<file path="src/rtl/banco_reg_multi.sv">
// DEPTH x DATA_W register bank: two async read ports, two prioritised write ports, self-clearing
// after reset or ClearReq. Define REGFILE_BYPASS_EN for same-cycle write-to-read forwarding.
module banco_reg_multi #(
   parameter int DATA_W   = 32,
   parameter int ADDR_W   = 5,
   parameter int ZERO_REG = 1
) (
   input  logic              clk,
   input  logic              rst_n,
   input  logic              ClearReq,
   input  logic              RegEn1,
   input  logic [ADDR_W-1:0] WriteReg1,
   input  logic [DATA_W-1:0] WriteData1,
   input  logic              RegEn2,
   input  logic [ADDR_W-1:0] WriteReg2,
   input  logic [DATA_W-1:0] WriteData2,
   input  logic [ADDR_W-1:0] ReadReg1,
   input  logic [ADDR_W-1:0] ReadReg2,
   output logic [DATA_W-1:0] ReadData1,
   output logic [DATA_W-1:0] ReadData2,
   output logic              Ready
);
   localparam int DEPTH = 2**ADDR_W;

   typedef enum logic {CLEAR = 1'b0, RUN = 1'b1} state_t;

   state_t            state;
   logic [ADDR_W:0]   clrCnt;
   logic [DATA_W-1:0] regs [DEPTH];
   logic              wrOk1, wrOk2;

   assign wrOk1 = RegEn1 && !(ZERO_REG != 0 && WriteReg1 == '0);
   assign wrOk2 = RegEn2 && !(ZERO_REG != 0 && WriteReg2 == '0);

   always_ff @(posedge clk or negedge rst_n) begin
      if (!rst_n) begin
         state  <= CLEAR;
         clrCnt <= '0;
         Ready  <= 1'b0;
      end else begin
         case (state)
            CLEAR: begin
               clrCnt <= clrCnt + 1'b1;
               if (clrCnt == (ADDR_W+1)'(DEPTH - 1)) begin
                  state <= RUN;
                  Ready <= 1'b1;
               end
            end
            RUN: begin
               if (ClearReq) begin
                  state  <= CLEAR;
                  clrCnt <= '0;
                  Ready  <= 1'b0;
               end
            end
            default: begin
               state  <= CLEAR;
               clrCnt <= '0;
               Ready  <= 1'b0;
            end
         endcase
      end
   end

   // Storage has no reset; the clear sequencer zeroes one entry per edge instead.
   // Port 2 is written last so it wins an address collision.
   always_ff @(posedge clk) begin
      if (state == CLEAR) begin
         regs[clrCnt[ADDR_W-1:0]] <= '0;
      end else begin
         if (wrOk1) regs[WriteReg1] <= WriteData1;
         if (wrOk2) regs[WriteReg2] <= WriteData2;
      end
   end

   logic [ADDR_W-1:0] rdAddr [2];
   logic [DATA_W-1:0] rdData [2];

   assign rdAddr[0] = ReadReg1;
   assign rdAddr[1] = ReadReg2;

   for (genvar p = 0; p < 2; p++) begin : gRead
      logic [DATA_W-1:0] d;
      always_comb begin
         d = regs[rdAddr[p]];
`ifdef REGFILE_BYPASS_EN
         if (RegEn1 && WriteReg1 == rdAddr[p]) d = WriteData1;
         if (RegEn2 && WriteReg2 == rdAddr[p]) d = WriteData2;
`endif
         // Zero-register masking and clear-in-progress override any forwarded value.
         if (state == CLEAR || (ZERO_REG != 0 && rdAddr[p] == '0)) d = '0;
      end
      assign rdData[p] = d;
   end

   assign ReadData1 = rdData[0];
   assign ReadData2 = rdData[1];

endmodule

</file>
<file path="config.mk">
export PLATFORM = sky130hd
export DESIGN_NAME = banco_reg_multi
export DESIGN_NICKNAME = d
export VERILOG_FILES = /design/src/rtl/banco_reg_multi.sv
export SDC_FILE = /design/constraint.sdc
export NUM_CORES = 2
export LEC_CHECK = 0
export CAP_MARGIN = 0
export CORE_ASPECT_RATIO = 1.25
export CORE_MARGIN = 8
export CORE_UTILIZATION = 28
export CTS_CLUSTER_DIAMETER = 200
export DETAILED_ROUTE_END_ITERATION = 12
export MAX_ROUTING_LAYER = met4
export PLACE_DENSITY = 0.43
export RECOVER_POWER = 50
export SETUP_SLACK_MARGIN = 0.2
export SLEW_MARGIN = 20
export SYNTH_ARGS = -nofsm -noshare
export SYNTH_HDL_FRONTEND = slang
export SYNTH_SLANG_ARGS = --single-unit
</file>
<file path="constraint.sdc">
create_clock -name clk -period 3.4 [get_ports clk]
set_clock_uncertainty 0.15 [all_clocks]
set_input_delay 0.68 -clock clk [delete_from_list [all_inputs] [get_ports clk]]
set_output_delay 0.68 -clock clk [all_outputs]
set_load 0.03 [all_outputs]
</file>
* After elaboration in Yosys (flattened, before gate mapping)
Memory sizes are Yosys's and may differ from the RTL's.
Index checks and enable logic that the tools add are counted.
** Word-level totals
- Memories kept :: 1
- Memory bits (read-only) :: 0
- Bits in latches :: 0
- Bits in writable memories :: 1024
- Logic and storage cells :: 41
- Input port bits :: 89
- Bits in registers :: 8
- Output and inout port bits :: 65
** Memory list
- regs :: depth 32, width 32, rd ports 2, clocked after Yosys merged registers in 0, write ports 2, line 29 : logic [DATA_W-1:0] regs [DEPTH];
** Cells by class
- Bitwise gates (word level) :: 1
- Eq/ne operators :: 3
- Multiplexer cells :: 20
- Shift-type cells :: 0
- $add $sub $neg :: 1
- $lt $le $gt $ge :: 0
- $mul :: 0
- Reductions and logical operators :: 12
- Divide/modulo/power cells :: 0
** Operators with widths (count)
- 32-bit 2-to-1 mux :: 3
- 32-bit OR reduction :: 1
- 5-bit zero test :: 4
- 1-bit 2-to-1 mux :: 12
- 6-bit case mux with 2 select lines :: 1
- 6-bit by 1-bit adder with 6-bit output (second input constant) :: 1
- 6-bit by 5-bit == test with 1-bit output (second input constant) :: 1
- 6-bit 2-to-1 mux :: 1
- 5-bit 2-to-1 mux :: 1
- 2-bit inequality test (second input constant) :: 2
- 1-bit case mux with 2 select lines :: 2
- 1-bit logical AND :: 2
- 1-bit zero test :: 2
- 1-bit logical OR :: 2
- 2-bit AND reduction :: 1
- 1-bit inverter :: 1

* Longest topological paths before layout
- Word-level depth :: 8
- Gate-level depth with buffers :: 8
- Gate-level depth less buffers :: 4

* Least setup slack after synthesis
OpenSTA, ideal clock, no wires.
- Path kind :: input -> register
- Start :: input port RegEn1
- End :: memory regs[28][0] (enable)
- Buffers on the path :: 2
- Data arrival time :: 3035 ps
- Slack :: -213 ps
- Required time :: 2822 ps
- Setup time :: 428 ps
- Stages on the path :: 6
- Cells stage by stage :: buf_2 > nand2_1 > a21oi_4 > buf_2 > o21a_1 > o21bai_1
** RTL lines
- from (decl) :: line 11 : input logic RegEn1,
- to (decl) :: line 29

* Final worst setup path
- Start :: register state
- End :: output port ReadData1[21]
** Between the ends
- Longest elaborated chain between the ends :: 3
** Ends and longest elaborated chain
- from (decl) :: line 27 : state_t state;
- from (signal assigned) :: line 37 : state <= CLEAR;
- from (signal assigned) :: line 45 : state <= RUN;
- from (signal assigned) :: line 51 : state <= CLEAR;
- 1-bit inverter :: line 91 : if (state == CLEAR || (ZERO_REG != 0 && rdAddr[p] == '0)) d = '0;
- 1-bit logical OR :: line 91
- 32-bit 2-to-1 mux :: line 91
- to (decl) :: line 19 : output logic [DATA_W-1:0] ReadData1,
Every way passes these cells.

==> metrics.md <==
| Metric | Value |
|---|---|
| Number of buffers created by CTS | 111 |
| Critical Path Fanout Max | 5 |
| CP cell instances | and4b_2 > buf_6 > buf_6 > a22o_1 > a31oi_2 > nand4_1 > buf_6 |
| WP data required | 2.57 ns |
| Die width | 427 um |
| Longest Clk Path Bufs | 3 |
| Least setup slack across all paths after layout | -0.647 ns |
| Post-synthesis sequential area ratio | 52.3% |
| Comb pwr share | 21.9% |
| Area leader, netlist | sky130_fd_sc_hd__edfxtp_1 |
| Via-per-instance ratio | 5.62 |
| Clk pwr share | 34.4% |
| Outcome | finished, violations left |
| Global-route total usage across every layer | 24.8% |
| Largest net degree at the start of global routing | 45 |
| Antenna violations before repair | 5 |
| Register-to-register path setup slack | 0.47 ns |
| Relative contribution of sequential cells to total power | 43.7% |
| Number of port buffers | 153 |
| Post-synth design cell area | 59,100 sq um |
| Flip-flop and latch count after synthesis | 1,032 |
| Initial Util | 28.2% |
| Worst relative slew slack | 45.9% |
| Insertion delay to the later sink of the worst-skew pair | 0.77 ns |
| Total of max-cap violations | 0 |
| Max-slew violations | 0 |
| Power Density | 504 nW/um^2 |
| Final net count | 5,731 |
| Most common library cell in the layout ignoring fill and taps | sky130_fd_sc_hd__nand2_1 |
| Number of clock sinks seen by CTS | 1,032 |
| R2R Path End | regs[29][3] |
| Vias in the first global route | 47,000 |
| CTS HTree Levels | 3 |
| Root buf cell | sky130_fd_sc_hd__clkbuf_16 |
| Total setup violations reported at the end of the flow | 64 |
| Class of the tightest hold or removal check | primary input to async pin |
| Category of the critical setup timing path | flop to output pin |
| P_sw | 0.0115 W |
| Data arrival time of the critical path | 3.22 ns |
| Total Die Area | 226,000 sq um |
| Clock slew seen by the registers of the worst setup and hold paths | 0.06 ns |
| RSZ-0062 raised after global routing | yes |
| Cells after Synth | 5,364 |
| Share of final-layout standard cells stronger than drive strength 1 | 23.2% |
| Post-Syn Area per Cell | 11.0 sq um |
| Max Clock Freq | 247 MHz |
| Number of routed nets with antenna violations | 0 |
| Number of cell rows | 188 |
| Final weighted congestion of routability-driven global placement | 0.929 |
| Yosys warnings | 0 |
| Top FF cell, synth | sky130_fd_sc_hd__edfxtp_1 |
| Clock tree from TritonCTS | done |
| Category of the worst setup path launch point | flop |
| Count of flip-flops with a built-in enable after synthesis | 1,024 |
| Boundary pin count | 154 |
| Fraction of post-synthesis cell area in the top cell type by area | 52.0% |
| Remaining design rule violation count | 0 |
| First DRT Iteration DRCs | 4,959 |
| Violated checks | negative setup slack |
| Wirelength per Cell | 33.2 um |
| Most common cell on crit path | sky130_fd_sc_hd__buf_6 |
| Estimated wirelength of the detail-placed design | 194 mm |
| Share of the clock period used by the worst path after layout | 119% |
| Setup_tns | -23.68 ns |
| Static leakage | 26.5 nW |
| Final global-route overflow total | 0 |
| Post-synthesis cell type count | 55 |
| Net Count, Synth | 5,454 |
| Measured slew at the worst slew-check pin | 0.812 ns |
| Synth async-reset ratio | 0.775% |
| Worst vdd rail ir drop | 0.388 mV |
| Final Hold Viols | 0 |
| Switching fraction of total power | 30.5% |
| Cts-stage hold buffer count | 0 |
| Core Box Area | 210,000 sq um |
| Wire length of the first global-routing pass | 385 mm |
| Most frequent cells in the layout | sky130_fd_sc_hd__nand2_1, sky130_fd_sc_hd__edfxtp_1, sky130_fd_sc_hd__o21ai_1 |
| Die extent in y | 530 um |
| Worst r2r src | state |
| Fill cell count | 20,400 |
| Min cycle time layout | 4.05 ns |
| Final Routed Wirelength | 282 mm |
| Max stage delay cell, worst path | sky130_fd_sc_hd__dfrtp_4 |
| Internal power | 0.0261 W |
| Area Growth Syn to Fin | 26.2% |
| Via count | 47,700 |
| Main area contributors after synthesis | sky130_fd_sc_hd__edfxtp_1, sky130_fd_sc_hd__mux4_2, sky130_fd_sc_hd__mux2i_1 |
| Initial DRT Pass Iterations | 5 |
| Final core area utilization | 35.5% |
| Crit path capture type | output pin |
| Crit path largest cell delay | 0.57 ns |
| Length in cells of the worst reg-to-reg path | 6 |
## cells by family after synthesis
kind of cell / count (synthesis) / synth area share (%)
fa+ha+maj: 1 / 0.0212
compound gates: 1445 / 14.0
xor+xnor: 4 / 0.0592
flops: 1032 / 52.3
simple gates: 1417 / 9.98
buf+inv: 692 / 5.18
mux: 773 / 18.4
## per-layer routing
metal	GRT usage, %	wire, um	share of wire, %	up-vias
li1	-	-	-	20800
met1	28.9	107000	38	24100
met2	42.7	141000	50	2208
met3	3.33	18600	6.6	609
met4	11.3	15300	5.4	0
met5	-	0	0	-
## what timing repair did
item	in CTS	in global routing
setup endpoints to repair	64	64
pin swaps	44	30
setup buffers	13	14
resized for setup	105	73
cloned	1	1
## state kept, by name, indices dropped and copies added (netlist names)
signal and cells:
regs 1024, state 1, clrCnt 6, Ready 1
## synthesized netlist by cell type, types with 8 or more instances
library cell,n
sky130_fd_sc_hd__nand2_1,1093
sky130_fd_sc_hd__edfxtp_1,1024
sky130_fd_sc_hd__o21ai_1,682
sky130_fd_sc_hd__mux2i_1,521
sky130_fd_sc_hd__clkbuf_1,328
sky130_fd_sc_hd__o21ai_0,316
sky130_fd_sc_hd__buf_2,289
sky130_fd_sc_hd__mux4_2,252
sky130_fd_sc_hd__a22oi_1,237
sky130_fd_sc_hd__nand3_1,166
sky130_fd_sc_hd__a31oi_1,63
sky130_fd_sc_hd__nand4_1,57
sky130_fd_sc_hd__a22o_1,54
sky130_fd_sc_hd__a21oi_1,36
sky130_fd_sc_hd__inv_1,34
sky130_fd_sc_hd__o21bai_1,31
sky130_fd_sc_hd__nor3_1,29
sky130_fd_sc_hd__buf_4,26
sky130_fd_sc_hd__nor2_1,23
sky130_fd_sc_hd__buf_1,14
sky130_fd_sc_hd__a32o_1,9
sky130_fd_sc_hd__dfrtp_1,8
sky130_fd_sc_hd__nor2b_1,8
## power by group through the flow
stage	Combinational [W]	Sequential (W)	Clock (W)
final	0.00825	0.0164	0.0129
after global routing	0.00850	0.0166	0.0135
after CTS	0.00820	0.0164	0.0131
after detailed placement	0.00808	0.0167	0
after global placement	0.00804	0.0166	0
after floorplan	0.00370	0.0165	0
## cell type report
type,count,area (sq um),area share [%]
diodes,2,5.00,0.00671
clock buffers,129,2890,3.87
clock inverters,80,841,1.13
inverters,34,128,0.171
multi-input cells,3640,26500,35.5
flip-flops and latches,1032,31000,41.5
well taps,2755,3450,4.62
repair buffers,822,9870,13.2
## worst max-delay path, delay by kind of cell (launching register included)
kind	cells	cell delay [ns]
buf+inv	3	0.59
simple gates	2	0.84
compound gates	2	0.43
flops	1	0.57
## how the worst max path moves through the flow
stage	start	to	slack [ns]
3_5_place_dp	ReadReg1[4]	ReadData1[21]	-0.70
4_1_cts	state	ReadData1[21]	-0.71
3_3_place_gp	ReadReg1[4]	ReadData1[21]	-0.70
6_report	state	ReadData1[21]	-0.65
2_1_floorplan	RegEn1	regs[28][0]	-0.21
5_1_grt	state	ReadData1[21]	-0.66
## per-stage QoR
stage,instances,hold slack (ns),cell area [sq um],worst slack (ns),power (W)
2_1_floorplan,5364,0.234,59200,-0.213,0.0202
3_3_place_gp,8254,0.388,69700,-0.696,0.0247
3_5_place_dp,8254,0.402,69700,-0.702,0.0248
4_1_cts,8477,0.00867,74100,-0.714,0.0377
5_1_grt,8494,0.166,74600,-0.662,0.0386
6_report,8494,0.126,74600,-0.647,0.0376
(Power assumes the default switching activity.)
